===== src/rtl/uart_pkg.sv =====
// Shared constants for the UART frame receiver: FSM encoding, parity modes,
// the default end-of-transmission code and the 3-sample majority helper.
package uart_pkg;

    localparam logic [2:0] ST_IDLE   = 3'd0;
    localparam logic [2:0] ST_START  = 3'd1;
    localparam logic [2:0] ST_DATA   = 3'd2;
    localparam logic [2:0] ST_PARITY = 3'd3;
    localparam logic [2:0] ST_STOP   = 3'd4;
    localparam logic [2:0] ST_BREAK  = 3'd5;

    typedef enum logic [2:0] {
        IDLE   = ST_IDLE,
        START  = ST_START,
        DATA   = ST_DATA,
        PARITY = ST_PARITY,
        STOP   = ST_STOP,
        BREAK  = ST_BREAK
    } state_t;

    localparam int PARITY_NONE = 0;
    localparam int PARITY_EVEN = 1;
    localparam int PARITY_ODD  = 2;

    localparam logic [7:0] EOT_CHAR_DEFAULT = 8'h04;

    function automatic logic maj3(input logic a, input logic b, input logic c);
        return (a & b) | (a & c) | (b & c);
    endfunction

endpackage


===== src/rtl/uart_rx_frame_if.sv =====
// Word-level output bundle of the frame receiver towards the command/data FIFO.
interface uart_rx_frame_if #(
    parameter int DATA_BITS = 8
);
    logic [DATA_BITS-1:0] data_out;
    logic                 data_valid;
    logic                 parity_err;
    logic                 frame_err;
    logic                 eot;
    logic                 busy;

    modport master (
        output data_out, data_valid, parity_err, frame_err, eot, busy
    );

    modport slave (
        input data_out, data_valid, parity_err, frame_err, eot, busy
    );
endinterface


===== src/rtl/uart_rx_sampler.sv =====
// Two-flop synchroniser for the rx pin plus a 3-sample majority voter
// around the bit midpoint (early and mid samples stored, late sample live).
module uart_rx_sampler
    import uart_pkg::*;
(
    input  logic clk,
    input  logic rst_n,
    input  logic rx,
    input  logic baud_tick,
    input  logic sample_early,
    input  logic sample_mid,
    output logic rxs,
    output logic vote
);

    logic meta;
    logic early_q;
    logic mid_q;

    // NOTE: the synchroniser and sample flops reset to 1 (line idle level) so
    // reset release never looks like a start edge.
    always_ff @(posedge clk or negedge rst_n) begin
        if (!rst_n) begin
            meta    <= 1'b1;
            rxs     <= 1'b1;
            early_q <= 1'b1;
            mid_q   <= 1'b1;
        end else begin
            meta <= rx;
            rxs  <= meta;
            if (baud_tick && sample_early) early_q <= rxs;
            if (baud_tick && sample_mid)   mid_q   <= rxs;
        end
    end

    assign vote = maj3(early_q, mid_q, rxs);

endmodule


===== src/rtl/uart_rx_frame.sv =====
// UART frame receiver: deframes start/data/parity/stop on an oversampling
// baud_tick and emits one word per frame with parity, framing and EOT flags.
module uart_rx_frame
    import uart_pkg::*;
#(
    parameter int         DATA_BITS   = 8,
    parameter int         OVERSAMPLE  = 16,
    parameter int         PARITY_MODE = PARITY_NONE,
    parameter int         STOP_BITS   = 1,
    parameter logic [7:0] EOT_CHAR    = EOT_CHAR_DEFAULT
) (
    input  logic            clk,
    input  logic            rst_n,
    input  logic            baud_tick,
    input  logic            rx,
    uart_rx_frame_if.master frame
);

    localparam int TC_W  = $clog2(OVERSAMPLE);
    localparam int BC_W  = $clog2(DATA_BITS + 1);
    localparam int EOT_W = (DATA_BITS < 8) ? DATA_BITS : 8;

    localparam logic [TC_W-1:0] TC_ONE   = TC_W'(1);
    localparam logic [TC_W-1:0] TC_EARLY = TC_W'(OVERSAMPLE / 2 - 1);
    localparam logic [TC_W-1:0] TC_MID   = TC_W'(OVERSAMPLE / 2);
    localparam logic [TC_W-1:0] TC_LATE  = TC_W'(OVERSAMPLE / 2 + 1);
    localparam logic [TC_W-1:0] TC_LAST  = TC_W'(OVERSAMPLE - 1);
    localparam logic [BC_W-1:0] BC_LAST  = BC_W'(DATA_BITS - 1);
    localparam logic            SC_LAST  = 1'(STOP_BITS - 1);
    localparam logic            ODD_PAR  = (PARITY_MODE == PARITY_ODD);

    state_t                 state;
    state_t                 state_nxt;
    logic [TC_W-1:0]        tc;
    logic [BC_W-1:0]        bit_cnt;
    logic                   stop_cnt;
    logic [DATA_BITS-1:0]   shreg;
    logic                   stop_err;
    logic                   par_err_q;
    logic                   rxs;
    logic                   vote;
    logic                   tick_mid;
    logic                   tick_late;
    logic                   tick_last;
    logic                   start_seen;
    logic                   done;
    logic                   frame_bad;

    uart_rx_sampler u_sampler (
        .clk          (clk),
        .rst_n        (rst_n),
        .rx           (rx),
        .baud_tick    (baud_tick),
        .sample_early (tc == TC_EARLY),
        .sample_mid   (tc == TC_MID),
        .rxs          (rxs),
        .vote         (vote)
    );

    assign tick_mid   = baud_tick && (tc == TC_MID);
    assign tick_late  = baud_tick && (tc == TC_LATE);
    assign tick_last  = baud_tick && (tc == TC_LAST);
    assign start_seen = (state == IDLE) && !rxs;

    // NOTE: state register uses non-blocking assignment so every flop samples
    // pre-edge values regardless of process evaluation order.
    always_ff @(posedge clk or negedge rst_n) begin
        if (!rst_n) state <= IDLE;
        else        state <= state_nxt;
    end

    // NOTE: every output of this block is defaulted first, so no path can
    // leave a value unassigned and infer a latch.
    always_comb begin
        state_nxt = state;
        done      = 1'b0;
        frame_bad = stop_err | ~vote;
        case (state)
            IDLE:   if (!rxs) state_nxt = START;
            START: begin
                if (tick_mid && rxs) state_nxt = IDLE;
                else if (tick_last)  state_nxt = DATA;
            end
            DATA: begin
                if (tick_last && (bit_cnt == BC_LAST))
                    state_nxt = (PARITY_MODE == PARITY_NONE) ? STOP : PARITY;
            end
            PARITY: if (tick_last) state_nxt = STOP;
            STOP: begin
                // The frame closes at the late sample of the last stop bit so a
                // start edge early in the following bit period is still caught.
                if (tick_late && (stop_cnt == SC_LAST)) begin
                    done      = 1'b1;
                    state_nxt = frame_bad ? BREAK : IDLE;
                end
            end
            BREAK:  if (rxs) state_nxt = IDLE;
            default: state_nxt = IDLE;
        endcase
    end

    always_ff @(posedge clk or negedge rst_n) begin
        if (!rst_n) begin
            tc               <= '0;
            bit_cnt          <= '0;
            stop_cnt         <= 1'b0;
            shreg            <= '0;
            stop_err         <= 1'b0;
            par_err_q        <= 1'b0;
            frame.data_out   <= '0;
            frame.data_valid <= 1'b0;
            frame.parity_err <= 1'b0;
            frame.frame_err  <= 1'b0;
            frame.eot        <= 1'b0;
        end else begin
            frame.data_valid <= done;

            // A tick coinciding with start detection already counts for START.
            if (start_seen)     tc <= baud_tick ? TC_ONE : '0;
            else if (baud_tick) tc <= (tc == TC_LAST) ? '0 : tc + 1'b1;

            if (start_seen) begin
                stop_cnt  <= 1'b0;
                stop_err  <= 1'b0;
                par_err_q <= 1'b0;
            end

            if (state == START && tick_last)                 bit_cnt <= '0;
            else if (state == DATA && tick_last)             bit_cnt <= bit_cnt + 1'b1;

            if (state == DATA && tick_late)   shreg     <= {vote, shreg[DATA_BITS-1:1]};
            if (state == PARITY && tick_late) par_err_q <= vote ^ (^shreg) ^ ODD_PAR;
            if (state == STOP && tick_late)   stop_err  <= stop_err | ~vote;
            if (state == STOP && tick_last)   stop_cnt  <= stop_cnt + 1'b1;

            if (done) begin
                frame.data_out   <= shreg;
                frame.parity_err <= par_err_q;
                frame.frame_err  <= frame_bad;
                frame.eot        <= (shreg[EOT_W-1:0] == EOT_CHAR[EOT_W-1:0])
                                    && !par_err_q && !frame_bad;
            end
        end
    end

    assign frame.busy = (state != IDLE);

endmodule


===== src/flat_wrapper.sv =====
// flat-port wrapper written by rule: the top's interface ports become plain ports
module uart_rx_frame_flat import uart_pkg::*;
#(
    parameter int         DATA_BITS   = 8,
    parameter int         OVERSAMPLE  = 16,
    parameter int         PARITY_MODE = PARITY_NONE,
    parameter int         STOP_BITS   = 1,
    parameter logic [7:0] EOT_CHAR    = EOT_CHAR_DEFAULT
)
  (clk, rst_n, baud_tick, rx, frame_data_out, frame_data_valid, frame_parity_err, frame_frame_err, frame_eot, frame_busy);
  uart_rx_frame_if #(.DATA_BITS(DATA_BITS)) frame_i ();
  input  logic clk;
  input  logic rst_n;
  input  logic baud_tick;
  input  logic rx;
  output wire logic [$bits(frame_i.data_out)-1:0] frame_data_out;
  output wire logic [$bits(frame_i.data_valid)-1:0] frame_data_valid;
  output wire logic [$bits(frame_i.parity_err)-1:0] frame_parity_err;
  output wire logic [$bits(frame_i.frame_err)-1:0] frame_frame_err;
  output wire logic [$bits(frame_i.eot)-1:0] frame_eot;
  output wire logic [$bits(frame_i.busy)-1:0] frame_busy;
  assign frame_data_out = frame_i.data_out;
  assign frame_data_valid = frame_i.data_valid;
  assign frame_parity_err = frame_i.parity_err;
  assign frame_frame_err = frame_i.frame_err;
  assign frame_eot = frame_i.eot;
  assign frame_busy = frame_i.busy;
  uart_rx_frame #(.DATA_BITS(DATA_BITS), .OVERSAMPLE(OVERSAMPLE), .PARITY_MODE(PARITY_MODE), .STOP_BITS(STOP_BITS), .EOT_CHAR(EOT_CHAR)) u_core (.clk(clk), .rst_n(rst_n), .baud_tick(baud_tick), .rx(rx), .frame(frame_i));
endmodule

===== config.mk =====
export PLATFORM = sky130hd
export DESIGN_NAME = uart_rx_frame_flat
export DESIGN_NICKNAME = d
export VERILOG_FILES = /design/src/rtl/uart_pkg.sv /design/src/rtl/uart_rx_frame_if.sv /design/src/rtl/uart_rx_sampler.sv /design/src/rtl/uart_rx_frame.sv /design/src/flat_wrapper.sv
export SDC_FILE = /design/constraint.sdc
export NUM_CORES = 1
export LEC_CHECK = 0
export ABC_AREA = 1
export CAP_MARGIN = 15
export CORE_MARGIN = 2
export CORE_UTILIZATION = 30
export DETAILED_ROUTE_END_ITERATION = 8
export PLACE_DENSITY = 0.57
export SKIP_CTS_REPAIR_TIMING = 1
export SLEW_MARGIN = 20
export SYNTH_ARGS = -nofsm -noshare
export SYNTH_HDL_FRONTEND = slang
export SYNTH_HIERARCHICAL = 1
export SYNTH_SLANG_ARGS = --single-unit

===== constraint.sdc =====
create_clock -name clk -period 1.81 [get_ports clk]
set_input_delay 0.2715 -clock clk [delete_from_list [all_inputs] [get_ports clk]]
set_output_delay 0.2715 -clock clk [all_outputs]
set_load 0.05 [all_outputs]

==> out/results.env, run 1 <==
LAYOUT_COMMON_CELLS='sky130_fd_sc_hd__nand2_1, sky130_fd_sc_hd__dfrtp_1, sky130_fd_sc_hd__inv_1, sky130_fd_sc_hd__nand3_1, sky130_fd_sc_hd__clkdlybuf4s50_1'
FLOORPLAN.DIE.HEIGHT_UM=84.8
MAX_SLEW_VIOLATION_COUNT=0
AVGSYNTHCELLAREA_UM2=8.43
NUM-FILL-CELLS=671
ANTENNA_FOUND_INITIAL=0
GLOBALROUTE.TOTALOVERFLOW=0
IRDROPWORSTVDD_uV=463
PRE_CTS_WORST_SETUP_SLACK_PS=31.8
CRITPATHLAUNCHTYPE='register'
GLOBALPLACE.CONGESTION=0.783
SETUP_TOTAL_NEGATIVE_SLACK_PS=0
WORSTHOLDPATHTYPE='register to register'
MAX-CLOCK-PATH-BUFFERS=2
DR_TOTAL_VIAS=1485
TIMING.HOLD.WORST_PATH_DEPTH=0
SYNTH_FP_NETS=244
SYNTH_TOP_FLOP_CELL='sky130_fd_sc_hd__dfrtp_1'
SYNTH_CELL_TYPES=33
CRIT_SLOWEST_CELL='sky130_fd_sc_hd__clkdlybuf4s50_1'
RR_WORST_DEPTH=9
TIMING.CRITICAL_PATH.MAX_DELAY_FAMILY='buffers and inverters'
PERIOD_NEEDED_PS=1730
DIE_X_UM=84.8
GRT_FIRST_PASS_WIRELENGTH_MM=6.22
MAXCAPVIOLCOUNT=0
WIRE_PER_INST_UM=10.5
CTS-BUFFERS-INSERTED=5
GRT_START_MAX_NET_PINS=23
NUM_IO_PINS=17
WORSTMARGINPINSLEW_PS=495
NUMBER_OF_BUFFER_AND_INVERTER_STAGES_ON_THE_CRITICAL_PATH=1
LAYOUT-AREA-OVERHEAD-VS-SYNTH_PCT=20.7
ROUTED_WIRELENGTH_MM=3.52
NUMCLOCKSINKS=38
DETAILEDROUTE.FIRSTPASSITERATIONCOUNT=4
FINISH.NET_COUNT=270
ROUTED_VIA_DENSITY=4.42
CRITPATHCAPTURETYPE='output pin'
CRITPATHMAXFANOUT=2
INITIALDRTVIOLATIONCOUNT=90
WORST-PATH-STAGES=1
HOLD_WS_PS=359
POST-ROUTE-DRC-COUNT=0
MULTI_INPUT_AREA_UM2=817
GRT.TOTAL_USAGE_PCT=10.8
CRIT_CHAIN='clkdlybuf4s50_1'
POST_ROUTE_CELLS_DRIVE_ABOVE_1_SHARE_PCT=15.1
STATUS='complete, no violations'
FMAX_MHz=578
CTS-ROOT-BUF='sky130_fd_sc_hd__clkbuf_8'
FLOORPLAN.DIE_AREA_MM2=0.00719
INITIAL_STANDARD_CELL_UTILIZATION_OF_THE_CORE_PCT=31.0
TIMING.MAX_SLEW.REL_SLACK_PCT=66.9
WORST_SETUP_HOLD_PATH_CLK_SLEW_PS=70
HPWL_MM=2.74
POSTPLACECELLAREA_MM2=0.00223
MOST_FREQUENT_STANDARD_CELL_IN_THE_LAYOUT_EXCLUDING_FILL_AND_TAP_CELLS='sky130_fd_sc_hd__nand2_1'
FIN_WS_PS=80.9
NETLIST_INSTANCES=232
SYNTHESIS.YOSYS.WARNINGS=6
CLOCK_INSERTION_DELAY_WORST_SKEW_PS=290
SYNTH-EDFF-COUNT=0
LAYOUT.AREA.SEQ_UM2=956
CTS_TREE='yes'
REPORT.FINAL.SETUP_VIOL=0
SYNTH_SEQ_CELLS=38
ANTENNA_LEFT=0
ANTENNA-DIODE-COUNT=0
POST-ROUTE-CELL-AREA_MM2=0.00236
CORE-AREA_MM2=0.00631
ROWS=29
NETLIST.AREA_LEADER.SHARE_PCT=43.5
TIMING.CLOCK.SKEW_PS=7.74
NETLIST.TOP_CELL.BY_AREA='sky130_fd_sc_hd__dfrtp_1'
TIMING.FINAL.CRIT_SHARE_PCT=95.5
VIA_COUNT_OF_THE_FIRST_GLOBAL_ROUTING_PASS=1345
SYNTH-SEQ-AREA-SHARE_PCT=48.8
MAPPEDNETLISTAREA_MM2=0.00196
YS_TOP_CELLS_BY_AREA='sky130_fd_sc_hd__dfrtp_1, sky130_fd_sc_hd__nand2_1, sky130_fd_sc_hd__inv_1, sky130_fd_sc_hd__dfstp_2, sky130_fd_sc_hd__ha_1'
IO_BUFFERS=16
CP.ARRIVAL_PS=1460
SYNTH_ASYNC_SR_FLOP_SHARE_PCT=100
WORST_EP_REQUIRED_TIME_PS=1540
GRT_SETUP_UNREPAIRED='no'
CELLLEAKAGEPOWER_nW=1.13
CPPEAKSTAGEDELAY_PS=810
WORST-SETUP-PATH-TYPE='register to output pin'
POWER_DENS_CELLS_mW_PER_MM2=1230
FINAL_HOLD_VIOL_COUNT=0
CTS_HTREE_LEVELS=2
## metrics by stage
step                utilization, %  instances  power [mW]
floorplan                        -        232        1.88
global placement              35.4        327        2.17
detailed placement            35.4        327        2.17
CTS                           37.2        335        2.93
global route                  37.4        336        3.13
finish                        37.4        336        2.90
## logic make-up (layout without fill, tap and decap cells)
kind of cell / count (synthesis) / count (layout) / synth area share (%)
simple gates: 111 / 111 / 25.1
flops: 38 / 38 / 48.8
compound gates: 31 / 31 / 10.2
xor+xnor: 3 / 3 / 1.34
fa+ha+maj: 8 / 8 / 5.12
buf+inv: 41 / 68 / 9.40
## flip-flops by register name, summed over array words and instances, names as in the netlist
| name | flops |
|---|---|
| u_core/tc | 4 |
| u_core/par_err_q | 1 |
| u_core/frame.frame_err | 1 |
| u_core/u_sampler/meta | 1 |
| u_core/u_sampler/rxs | 1 |
| u_core/bit_cnt | 4 |
| u_core/stop_err | 1 |
| u_core/u_sampler/mid_q | 1 |
| u_core/state | 3 |
| u_core/frame.eot | 1 |
| u_core/frame.parity_err | 1 |
| u_core/frame.data_valid | 1 |
| u_core/stop_cnt | 1 |
| u_core/u_sampler/early_q | 1 |
| u_core/frame.data_out | 8 |
| u_core/shreg | 8 |
## layer usage
metal,vias up,track usage [%],routed length [um]
met2,18,16.5,1570
met4,0,4.33,42
li1,792,-,-
met1,671,14.7,1790
met3,4,2.65,110
met5,-,0,0
## synth_stat cells, types with 2 or more instances
cell / n
sky130_fd_sc_hd__nand2_1: 63
sky130_fd_sc_hd__dfrtp_1: 34
sky130_fd_sc_hd__inv_1: 32
sky130_fd_sc_hd__nand3_1: 19
sky130_fd_sc_hd__nor2_1: 12
sky130_fd_sc_hd__o21ai_1: 10
sky130_fd_sc_hd__ha_1: 8
sky130_fd_sc_hd__o21ai_2: 7
sky130_fd_sc_hd__dfstp_2: 4
sky130_fd_sc_hd__inv_2: 4
sky130_fd_sc_hd__o21ai_0: 4
sky130_fd_sc_hd__a21oi_1: 3
sky130_fd_sc_hd__nand4_1: 3
sky130_fd_sc_hd__nor2_2: 3
sky130_fd_sc_hd__nor3_1: 3
sky130_fd_sc_hd__buf_2: 2
sky130_fd_sc_hd__nand3b_1: 2
sky130_fd_sc_hd__nor2_4: 2
sky130_fd_sc_hd__or2_1: 2
sky130_fd_sc_hd__xnor2_1: 2
## final timing paths
kind                                   startpoint                  endpoint  slack, ps
max reg2reg                          u_core/tc[1]  u_core/frame.data_out[6]        260
min                         u_core/u_sampler/meta      u_core/u_sampler/rxs        360
max                        u_core/frame.frame_err           frame_frame_err         80
min reg2reg                 u_core/u_sampler/meta      u_core/u_sampler/rxs        360
max in group asynchronous                   rst_n    u_core/u_sampler/mid_q        820
min in group asynchronous                   rst_n           u_core/shreg[1]        440
## final cells by class
cell class | instances | area share [%]
Multi-Input combinational cell | 153 | 34.6
Tap cell | 77 | 4.08
Clock inverter | 1 | 1.27
Clock buffer | 7 | 3.66
Sequential cell | 38 | 40.5
Timing Repair Buffer | 24 | 10.2
Inverter | 36 | 5.72
## where the power goes
group	switching, mW	internal, mW	leakage [nW]	total, mW
clock network	0.295	0.449	0.0585	0.745
logic	0.650	0.360	0.574	1.01
registers	0.135	1.01	0.493	1.14
total	1.08	1.82	1.13	2.90
(Power assumes the default switching activity.)
==> run 2: changes to the inputs <==
==> constraint.sdc (replaced) <==
create_clock -name clk -period 1.85 [get_ports clk]
set_input_delay 0.2775 -clock clk [delete_from_list [all_inputs] [get_ports clk]]
set_output_delay 0.2775 -clock clk [all_outputs]
set_load 0.05 [all_outputs]
==> run 2 against run 1 <==
Combinational power decreased by 5%. Die area did not move. Critical endpoint is now frame_data_out[2]. Routed wire length rose by 0.51%. Via count rose by 1.1%. Highest routed layer unchanged. Power rose by 0.67%. Sequential power barely moved. Core utilization is essentially flat. Critical path type unchanged. Clock-buffer cell count shrank 2. Non-clock buffer count decreased by 1.
==> out/results.env, run 2 (synthesized netlist as in run 1, its figures left out) <==
REPORT.FINAL.SETUP_VIOL=0
COMBINATIONALPOWERSHARE_PCT=33.0
GLOBALROUTE.TOTALOVERFLOW=0
CORE-AREA_MM2=0.00631
PORTION_OF_TOTAL_POWER_ATTRIBUTED_TO_SEQUENTIAL_CELLS_PCT=38.2
MAXCAPVIOLCOUNT=0
FLOORPLAN.DIE.HEIGHT_UM=84.8
HPWL_MM=2.67
NUMCLOCKSINKS=38
NUMBER_OF_BUFFER_AND_INVERTER_STAGES_ON_THE_CRITICAL_PATH=1
CTS-ROOT-BUF='sky130_fd_sc_hd__clkbuf_8'
ANTENNA_LEFT=0
FLOORPLAN.DIE_AREA_MM2=0.00719
SWITCHING_SHARE_PCT=36.5
GRT.TOTAL_USAGE_PCT=11.6
LARGEST_REGISTERS='u_core/frame.data_out x8, u_core/shreg x8'
IO_BUFFERS=16
TIMING.CLOCK.SKEW_PS=9.28
DETAILEDROUTE.FIRSTPASSITERATIONCOUNT=4
CRITPATHLAUNCHTYPE='register'
FINAL_HOLD_VIOL_COUNT=0
MAX_SLEW_VIOLATION_COUNT=0
MAX-CLOCK-PATH-BUFFERS=2
POWER_DENS_CELLS_mW_PER_MM2=1230
GRT_SETUP_UNREPAIRED='no'
GRT_START_MAX_NET_PINS=39
WORSTMARGINPINSLEW_PS=496
NUM-FILL-CELLS=664
MOST_FREQUENT_STANDARD_CELL_IN_THE_LAYOUT_EXCLUDING_FILL_AND_TAP_CELLS='sky130_fd_sc_hd__nand2_1'
LAYOUT_COMMON_CELLS='sky130_fd_sc_hd__nand2_1, sky130_fd_sc_hd__dfrtp_1, sky130_fd_sc_hd__inv_1, sky130_fd_sc_hd__nand3_1, sky130_fd_sc_hd__clkdlybuf4s50_1'
CELLLEAKAGEPOWER_nW=1.12
LAYOUT-AREA-OVERHEAD-VS-SYNTH_PCT=20.7
MULTI_INPUT_AREA_UM2=817
DR_TOTAL_VIAS=1502
POST_ROUTE_CELLS_DRIVE_ABOVE_1_SHARE_PCT=15.1
ROUTED_VIA_DENSITY=4.48
WIRE_PER_INST_UM=10.5
WORST_SETUP_HOLD_PATH_CLK_SLEW_PS=80
CRIT_SLOWEST_CELL='sky130_fd_sc_hd__clkdlybuf4s50_1'
CP.ARRIVAL_PS=1470
TIMING.CRITICAL_PATH.MAX_DELAY_FAMILY='buffers and inverters'
SETUP_TOTAL_NEGATIVE_SLACK_PS=0
DIE_X_UM=84.8
IRDROPWORSTVDD_uV=659
CRIT_CHAIN='clkdlybuf4s50_1'
POWER_REPORT.INTERNAL_TOTAL_mW=1.85
WORSTHOLDPATHTYPE='register to register'
ROWS=29
GRT_FIRST_PASS_WIRELENGTH_MM=6.71
CTS_HTREE_LEVELS=2
TIMING.FINAL.CRIT_SHARE_PCT=94.3
FINISH.NET_COUNT=269
CLOCK_INSERTION_DELAY_WORST_SKEW_PS=290
ANTENNA_FOUND_INITIAL=0
CTS-BUFFERS-INSERTED=5
NUM_IO_PINS=17
STATUS='complete, no violations'
PERIOD_NEEDED_PS=1740
INITIAL_STANDARD_CELL_UTILIZATION_OF_THE_CORE_PCT=31.0
CTS_TREE='yes'
ROUTED_WIRELENGTH_MM=3.53
GLOBALPLACE.CONGESTION=0.763
TIMING.MAX_SLEW.REL_SLACK_PCT=66.8
CPPEAKSTAGEDELAY_PS=810
LAYOUT.AREA.SEQ_UM2=956
WORST_EP_REQUIRED_TIME_PS=1570
SWITCHINGPOWER_mW=1.06
CRITPATHMAXFANOUT=2
INITIALDRTVIOLATIONCOUNT=46
WORST-SETUP-PATH-TYPE='register to output pin'
CRITPATHCAPTURETYPE='output pin'
FMAX_MHz=573
TOTAL_POWER_mW=2.92
POST-ROUTE-DRC-COUNT=0
ANTENNA-DIODE-COUNT=0
POWER.CLOCK.FRACTION_PCT=28.8
VIA_COUNT_OF_THE_FIRST_GLOBAL_ROUTING_PASS=1501
run 2: cell count changes in the layout (fill, tap and decap cells not counted):
cell,before,now
sky130_fd_sc_hd__clkinv_4,0,1
sky130_fd_sc_hd__clkbuf_8,6,5
sky130_fd_sc_hd__clkbuf_1,1,0
sky130_fd_sc_hd__buf_12,2,1
sky130_fd_sc_hd__bufinv_16,1,2
run 2: stage by stage:
stage | setup slack [ps] | cell area [um^2] | cells | utilization (%) | hold WS, ps
floorplan | 375 | 1960 | 232 | - | -18.1
global placement | 18.3 | 2210 | 326 | 35.1 | 260
detailed placement | -7.30 | 2210 | 326 | 35.1 | 261
CTS | 95.7 | 2350 | 334 | 37.3 | -64.1
global route | 44.3 | 2360 | 335 | 37.4 | 364
finish | 105 | 2360 | 335 | 37.4 | 358
run 2: power by group through the flow:
stage / combinational (mW) / clock (mW) / sequential (mW)
final: 0.961 / 0.841 / 1.11
after global routing: 1.10 / 0.909 / 1.13
after CTS: 0.975 / 0.872 / 1.11
after detailed placement: 0.971 / 0 / 1.13
after global placement: 0.963 / 0 / 1.13
after floorplan: 0.663 / 0 / 1.18
run 2: area by class of cell:
| class | instances | share of cell area [%] |
|---|---|---|
| inverters | 36 | 5.72 |
| clock buffers | 5 | 2.91 |
| flip-flops and latches | 38 | 40.5 |
| clock inverters | 3 | 2.91 |
| well taps | 77 | 4.08 |
| multi-input cells | 153 | 34.6 |
| repair buffers | 23 | 9.32 |
run 2: layer usage:
layer  vias to the layer above  track usage, %  wire length (um)
met2                        15            19.0              1680
met1                       695            14.6              1700
li1                        788               -                 -
met3                         4            3.34               109
met4                         0            4.33                45
met5                         -               0                 0
run 2: final timing paths:
| kind | from | endpoint | slack, ps | cells after the start |
|---|---|---|---|---|
| max | u_core/frame.data_out[2] | frame_data_out[2] | 110 | 1 |
| min | u_core/u_sampler/meta | u_core/u_sampler/rxs | 360 | 0 |
| max reg2reg | u_core/tc[0] | u_core/state[0] | 290 | 8 |
| min reg2reg | u_core/u_sampler/meta | u_core/u_sampler/rxs | 360 | 0 |
| max in group asynchronous | rst_n | u_core/u_sampler/early_q | 1100 | 3 |
| min in group asynchronous | rst_n | u_core/shreg[1] | 480 | 3 |
==> run 3: changes to the inputs <==
--- a/config.mk
+++ b/config.mk
@@ -8,9 +8,10 @@
 export ABC_AREA = 1
 export CAP_MARGIN = 15
 export CORE_MARGIN = 2
-export CORE_UTILIZATION = 30
+export CORE_UTILIZATION = 25
 export DETAILED_ROUTE_END_ITERATION = 8
-export PLACE_DENSITY = 0.57
+export PLACE_DENSITY = 0.51
+export RECOVER_POWER = 50
 export SKIP_CTS_REPAIR_TIMING = 1
 export SLEW_MARGIN = 20
 export SYNTH_ARGS = -nofsm -noshare
==> run 3 against run 2 <==
Clock skew shrank 3.0 ps. Critical path type unchanged. Highest routed layer unchanged. Die area grew 19%. Register-to-register slack lost 40 ps. Largest cell class unchanged. Clock power shrank 29%. Fmax grew 0.36%.
==> out/results.env, run 3 (synthesized netlist as in run 1, its figures left out) <==
INITIALDRTVIOLATIONCOUNT=73
CTS-BUFFERS-INSERTED=5
WORSTMARGINPINSLEW_PS=939
GLOBALROUTEMET1UTIL_PCT=12.4
FMAX_MHz=575
NUM_IO_PINS=17
MET2_USAGE_IN_GLOBAL_ROUTING_PCT=13.6
PLACE.DETAILED.INSTANCES=352
FINAL_CELL_COUNT_NO_FILL=361
NUMBER_OF_BUFFER_AND_INVERTER_STAGES_ON_THE_CRITICAL_PATH=1
CTS_TREE='yes'
ROUTED_VIA_DENSITY=4.20
POST-ROUTE-DRC-COUNT=0
WIRE_PER_INST_UM=9.92
WORST_SETUP_HOLD_PATH_CLK_SLEW_PS=80
TIMING.MAX_SLEW.REL_SLACK_PCT=37.4
DR_TOTAL_VIAS=1515
STATUS='complete, no violations'
ROWS=32
DIE_X_UM=92.5
NUMCLOCKSINKS=38
FINAL_HOLD_VIOL_COUNT=0
WORST-SETUP-PATH-TYPE='register to output pin'
CLOCK_INSERTION_DELAY_WORST_SKEW_PS=290
CRIT_CHAIN='clkdlybuf4s50_1'
LAYOUT-AREA-OVERHEAD-VS-SYNTH_PCT=20.3
GLOBALROUTE.TOTALOVERFLOW=0
SETUP_TOTAL_NEGATIVE_SLACK_PS=0
PRE_CTS_WORST_SETUP_SLACK_PS=-17.6
FLOORPLAN.DIE_AREA_MM2=0.00855
NUM-FILL-CELLS=829
GRT_MOST_USED_LAYER='met2'
TOTAL_POWER_mW=2.67
CP.ARRIVAL_PS=1460
FINISH.UTILIZATION_PCT=30.8
CRIT_SLOWEST_CELL='sky130_fd_sc_hd__clkdlybuf4s50_1'
CRITPATHMAXFANOUT=2
MULTI_INPUT_AREA_UM2=815
POWER_DENS_CELLS_mW_PER_MM2=1130
CELLLEAKAGEPOWER_nW=1.11
CRITPATHLAUNCHTYPE='register'
TIMING.CRITICAL_PATH.MAX_DELAY_FAMILY='buffers and inverters'
FLOORPLAN.DIE.HEIGHT_UM=92.5
ROUTED_WIRELENGTH_MM=3.58
IO_BUFFERS=16
TIMING.CLOCK.SKEW_PS=6.32
INITIAL_STANDARD_CELL_UTILIZATION_OF_THE_CORE_PCT=25.6
GRT.TOTAL_USAGE_PCT=9.13
MAX_SLEW_VIOLATION_COUNT=0
MAX-CLOCK-PATH-BUFFERS=2
GRT_START_MAX_NET_PINS=39
GRT_SETUP_UNREPAIRED='no'
ANTENNA_LEFT=0
CTS-ROOT-BUF='sky130_fd_sc_hd__clkbuf_8'
REG2REG_SETUP_SLACK_PS=250
POST_ROUTE_CELLS_DRIVE_ABOVE_1_SHARE_PCT=15.1
WORST_EP_REQUIRED_TIME_PS=1570
CORE-AREA_MM2=0.00765
CTS_HTREE_LEVELS=2
GLOBALPLACE.CONGESTION=0.796
WORSTHOLDPATHTYPE='register to register'
LARGEST_REGISTERS='u_core/frame.data_out x8, u_core/shreg x8'
MOST_FREQUENT_STANDARD_CELL_IN_THE_LAYOUT_EXCLUDING_FILL_AND_TAP_CELLS='sky130_fd_sc_hd__nand2_1'
GRTUSAGEMET3_PCT=2.52
TIMING.FINAL.CRIT_SHARE_PCT=94.0
HPWL_MM=2.66
ANTENNA-DIODE-COUNT=0
DETAILEDROUTE.FIRSTPASSITERATIONCOUNT=4
PERIOD_NEEDED_PS=1740
LAYOUT_COMMON_CELLS='sky130_fd_sc_hd__nand2_1, sky130_fd_sc_hd__dfrtp_1, sky130_fd_sc_hd__inv_1, sky130_fd_sc_hd__nand3_1'
CRITPATHCAPTURETYPE='output pin'
LAYOUT.AREA.SEQ_UM2=956
FINISH.NET_COUNT=270
CPPEAKSTAGEDELAY_PS=810
GRT_FIRST_PASS_WIRELENGTH_MM=6.22
REPORT.FINAL.SETUP_VIOL=0
ANTENNA_FOUND_INITIAL=0
MAXCAPVIOLCOUNT=0
IRDROPWORSTVDD_uV=375
VIA_COUNT_OF_THE_FIRST_GLOBAL_ROUTING_PASS=1390
FIN_WS_PS=111
## run 3: through the flow
| step | hold slack, ps | cell area (um^2) |
|---|---|---|
| finish | 357 | 2350 |
| global route | 364 | 2350 |
| CTS | -55.8 | 2360 |
| detailed placement | 267 | 2270 |
| global placement | 272 | 2270 |
| floorplan | -18.1 | 1960 |
## run 3: cell type report
type | instances | area share, %
flip-flops and latches | 38 | 40.6
multi-input cells | 153 | 34.6
repair buffers | 24 | 9.57
inverters | 36 | 5.74
well taps | 102 | 5.42
clock buffers | 6 | 3.51
clock inverters | 2 | 0.532
## run 3: final timing paths
kind,from,to,depth (start not counted)
max in group asynchronous,rst_n,u_core/tc[2],3
max reg2reg,u_core/state[0],u_core/frame.data_out[3],8
min reg2reg,u_core/u_sampler/meta,u_core/u_sampler/rxs,0
max,u_core/frame.data_out[5],frame_data_out[5],1
min,u_core/u_sampler/meta,u_core/u_sampler/rxs,0
min in group asynchronous,rst_n,u_core/frame.parity_err,3
## run 3: power by group
| group | switching (mW) | internal (mW) |
|---|---|---|
| registers | 0.126 | 0.984 |
| logic | 0.636 | 0.325 |
| clock network | 0.301 | 0.300 |
## run 3: metal layers
metal	wire length (um)	vias to the layer above	share of wire, %
met5	0	-	0
met1	1860	693	52
met3	150	6	4.2
met2	1520	28	42
met4	46	0	1.3
li1	-	788	-
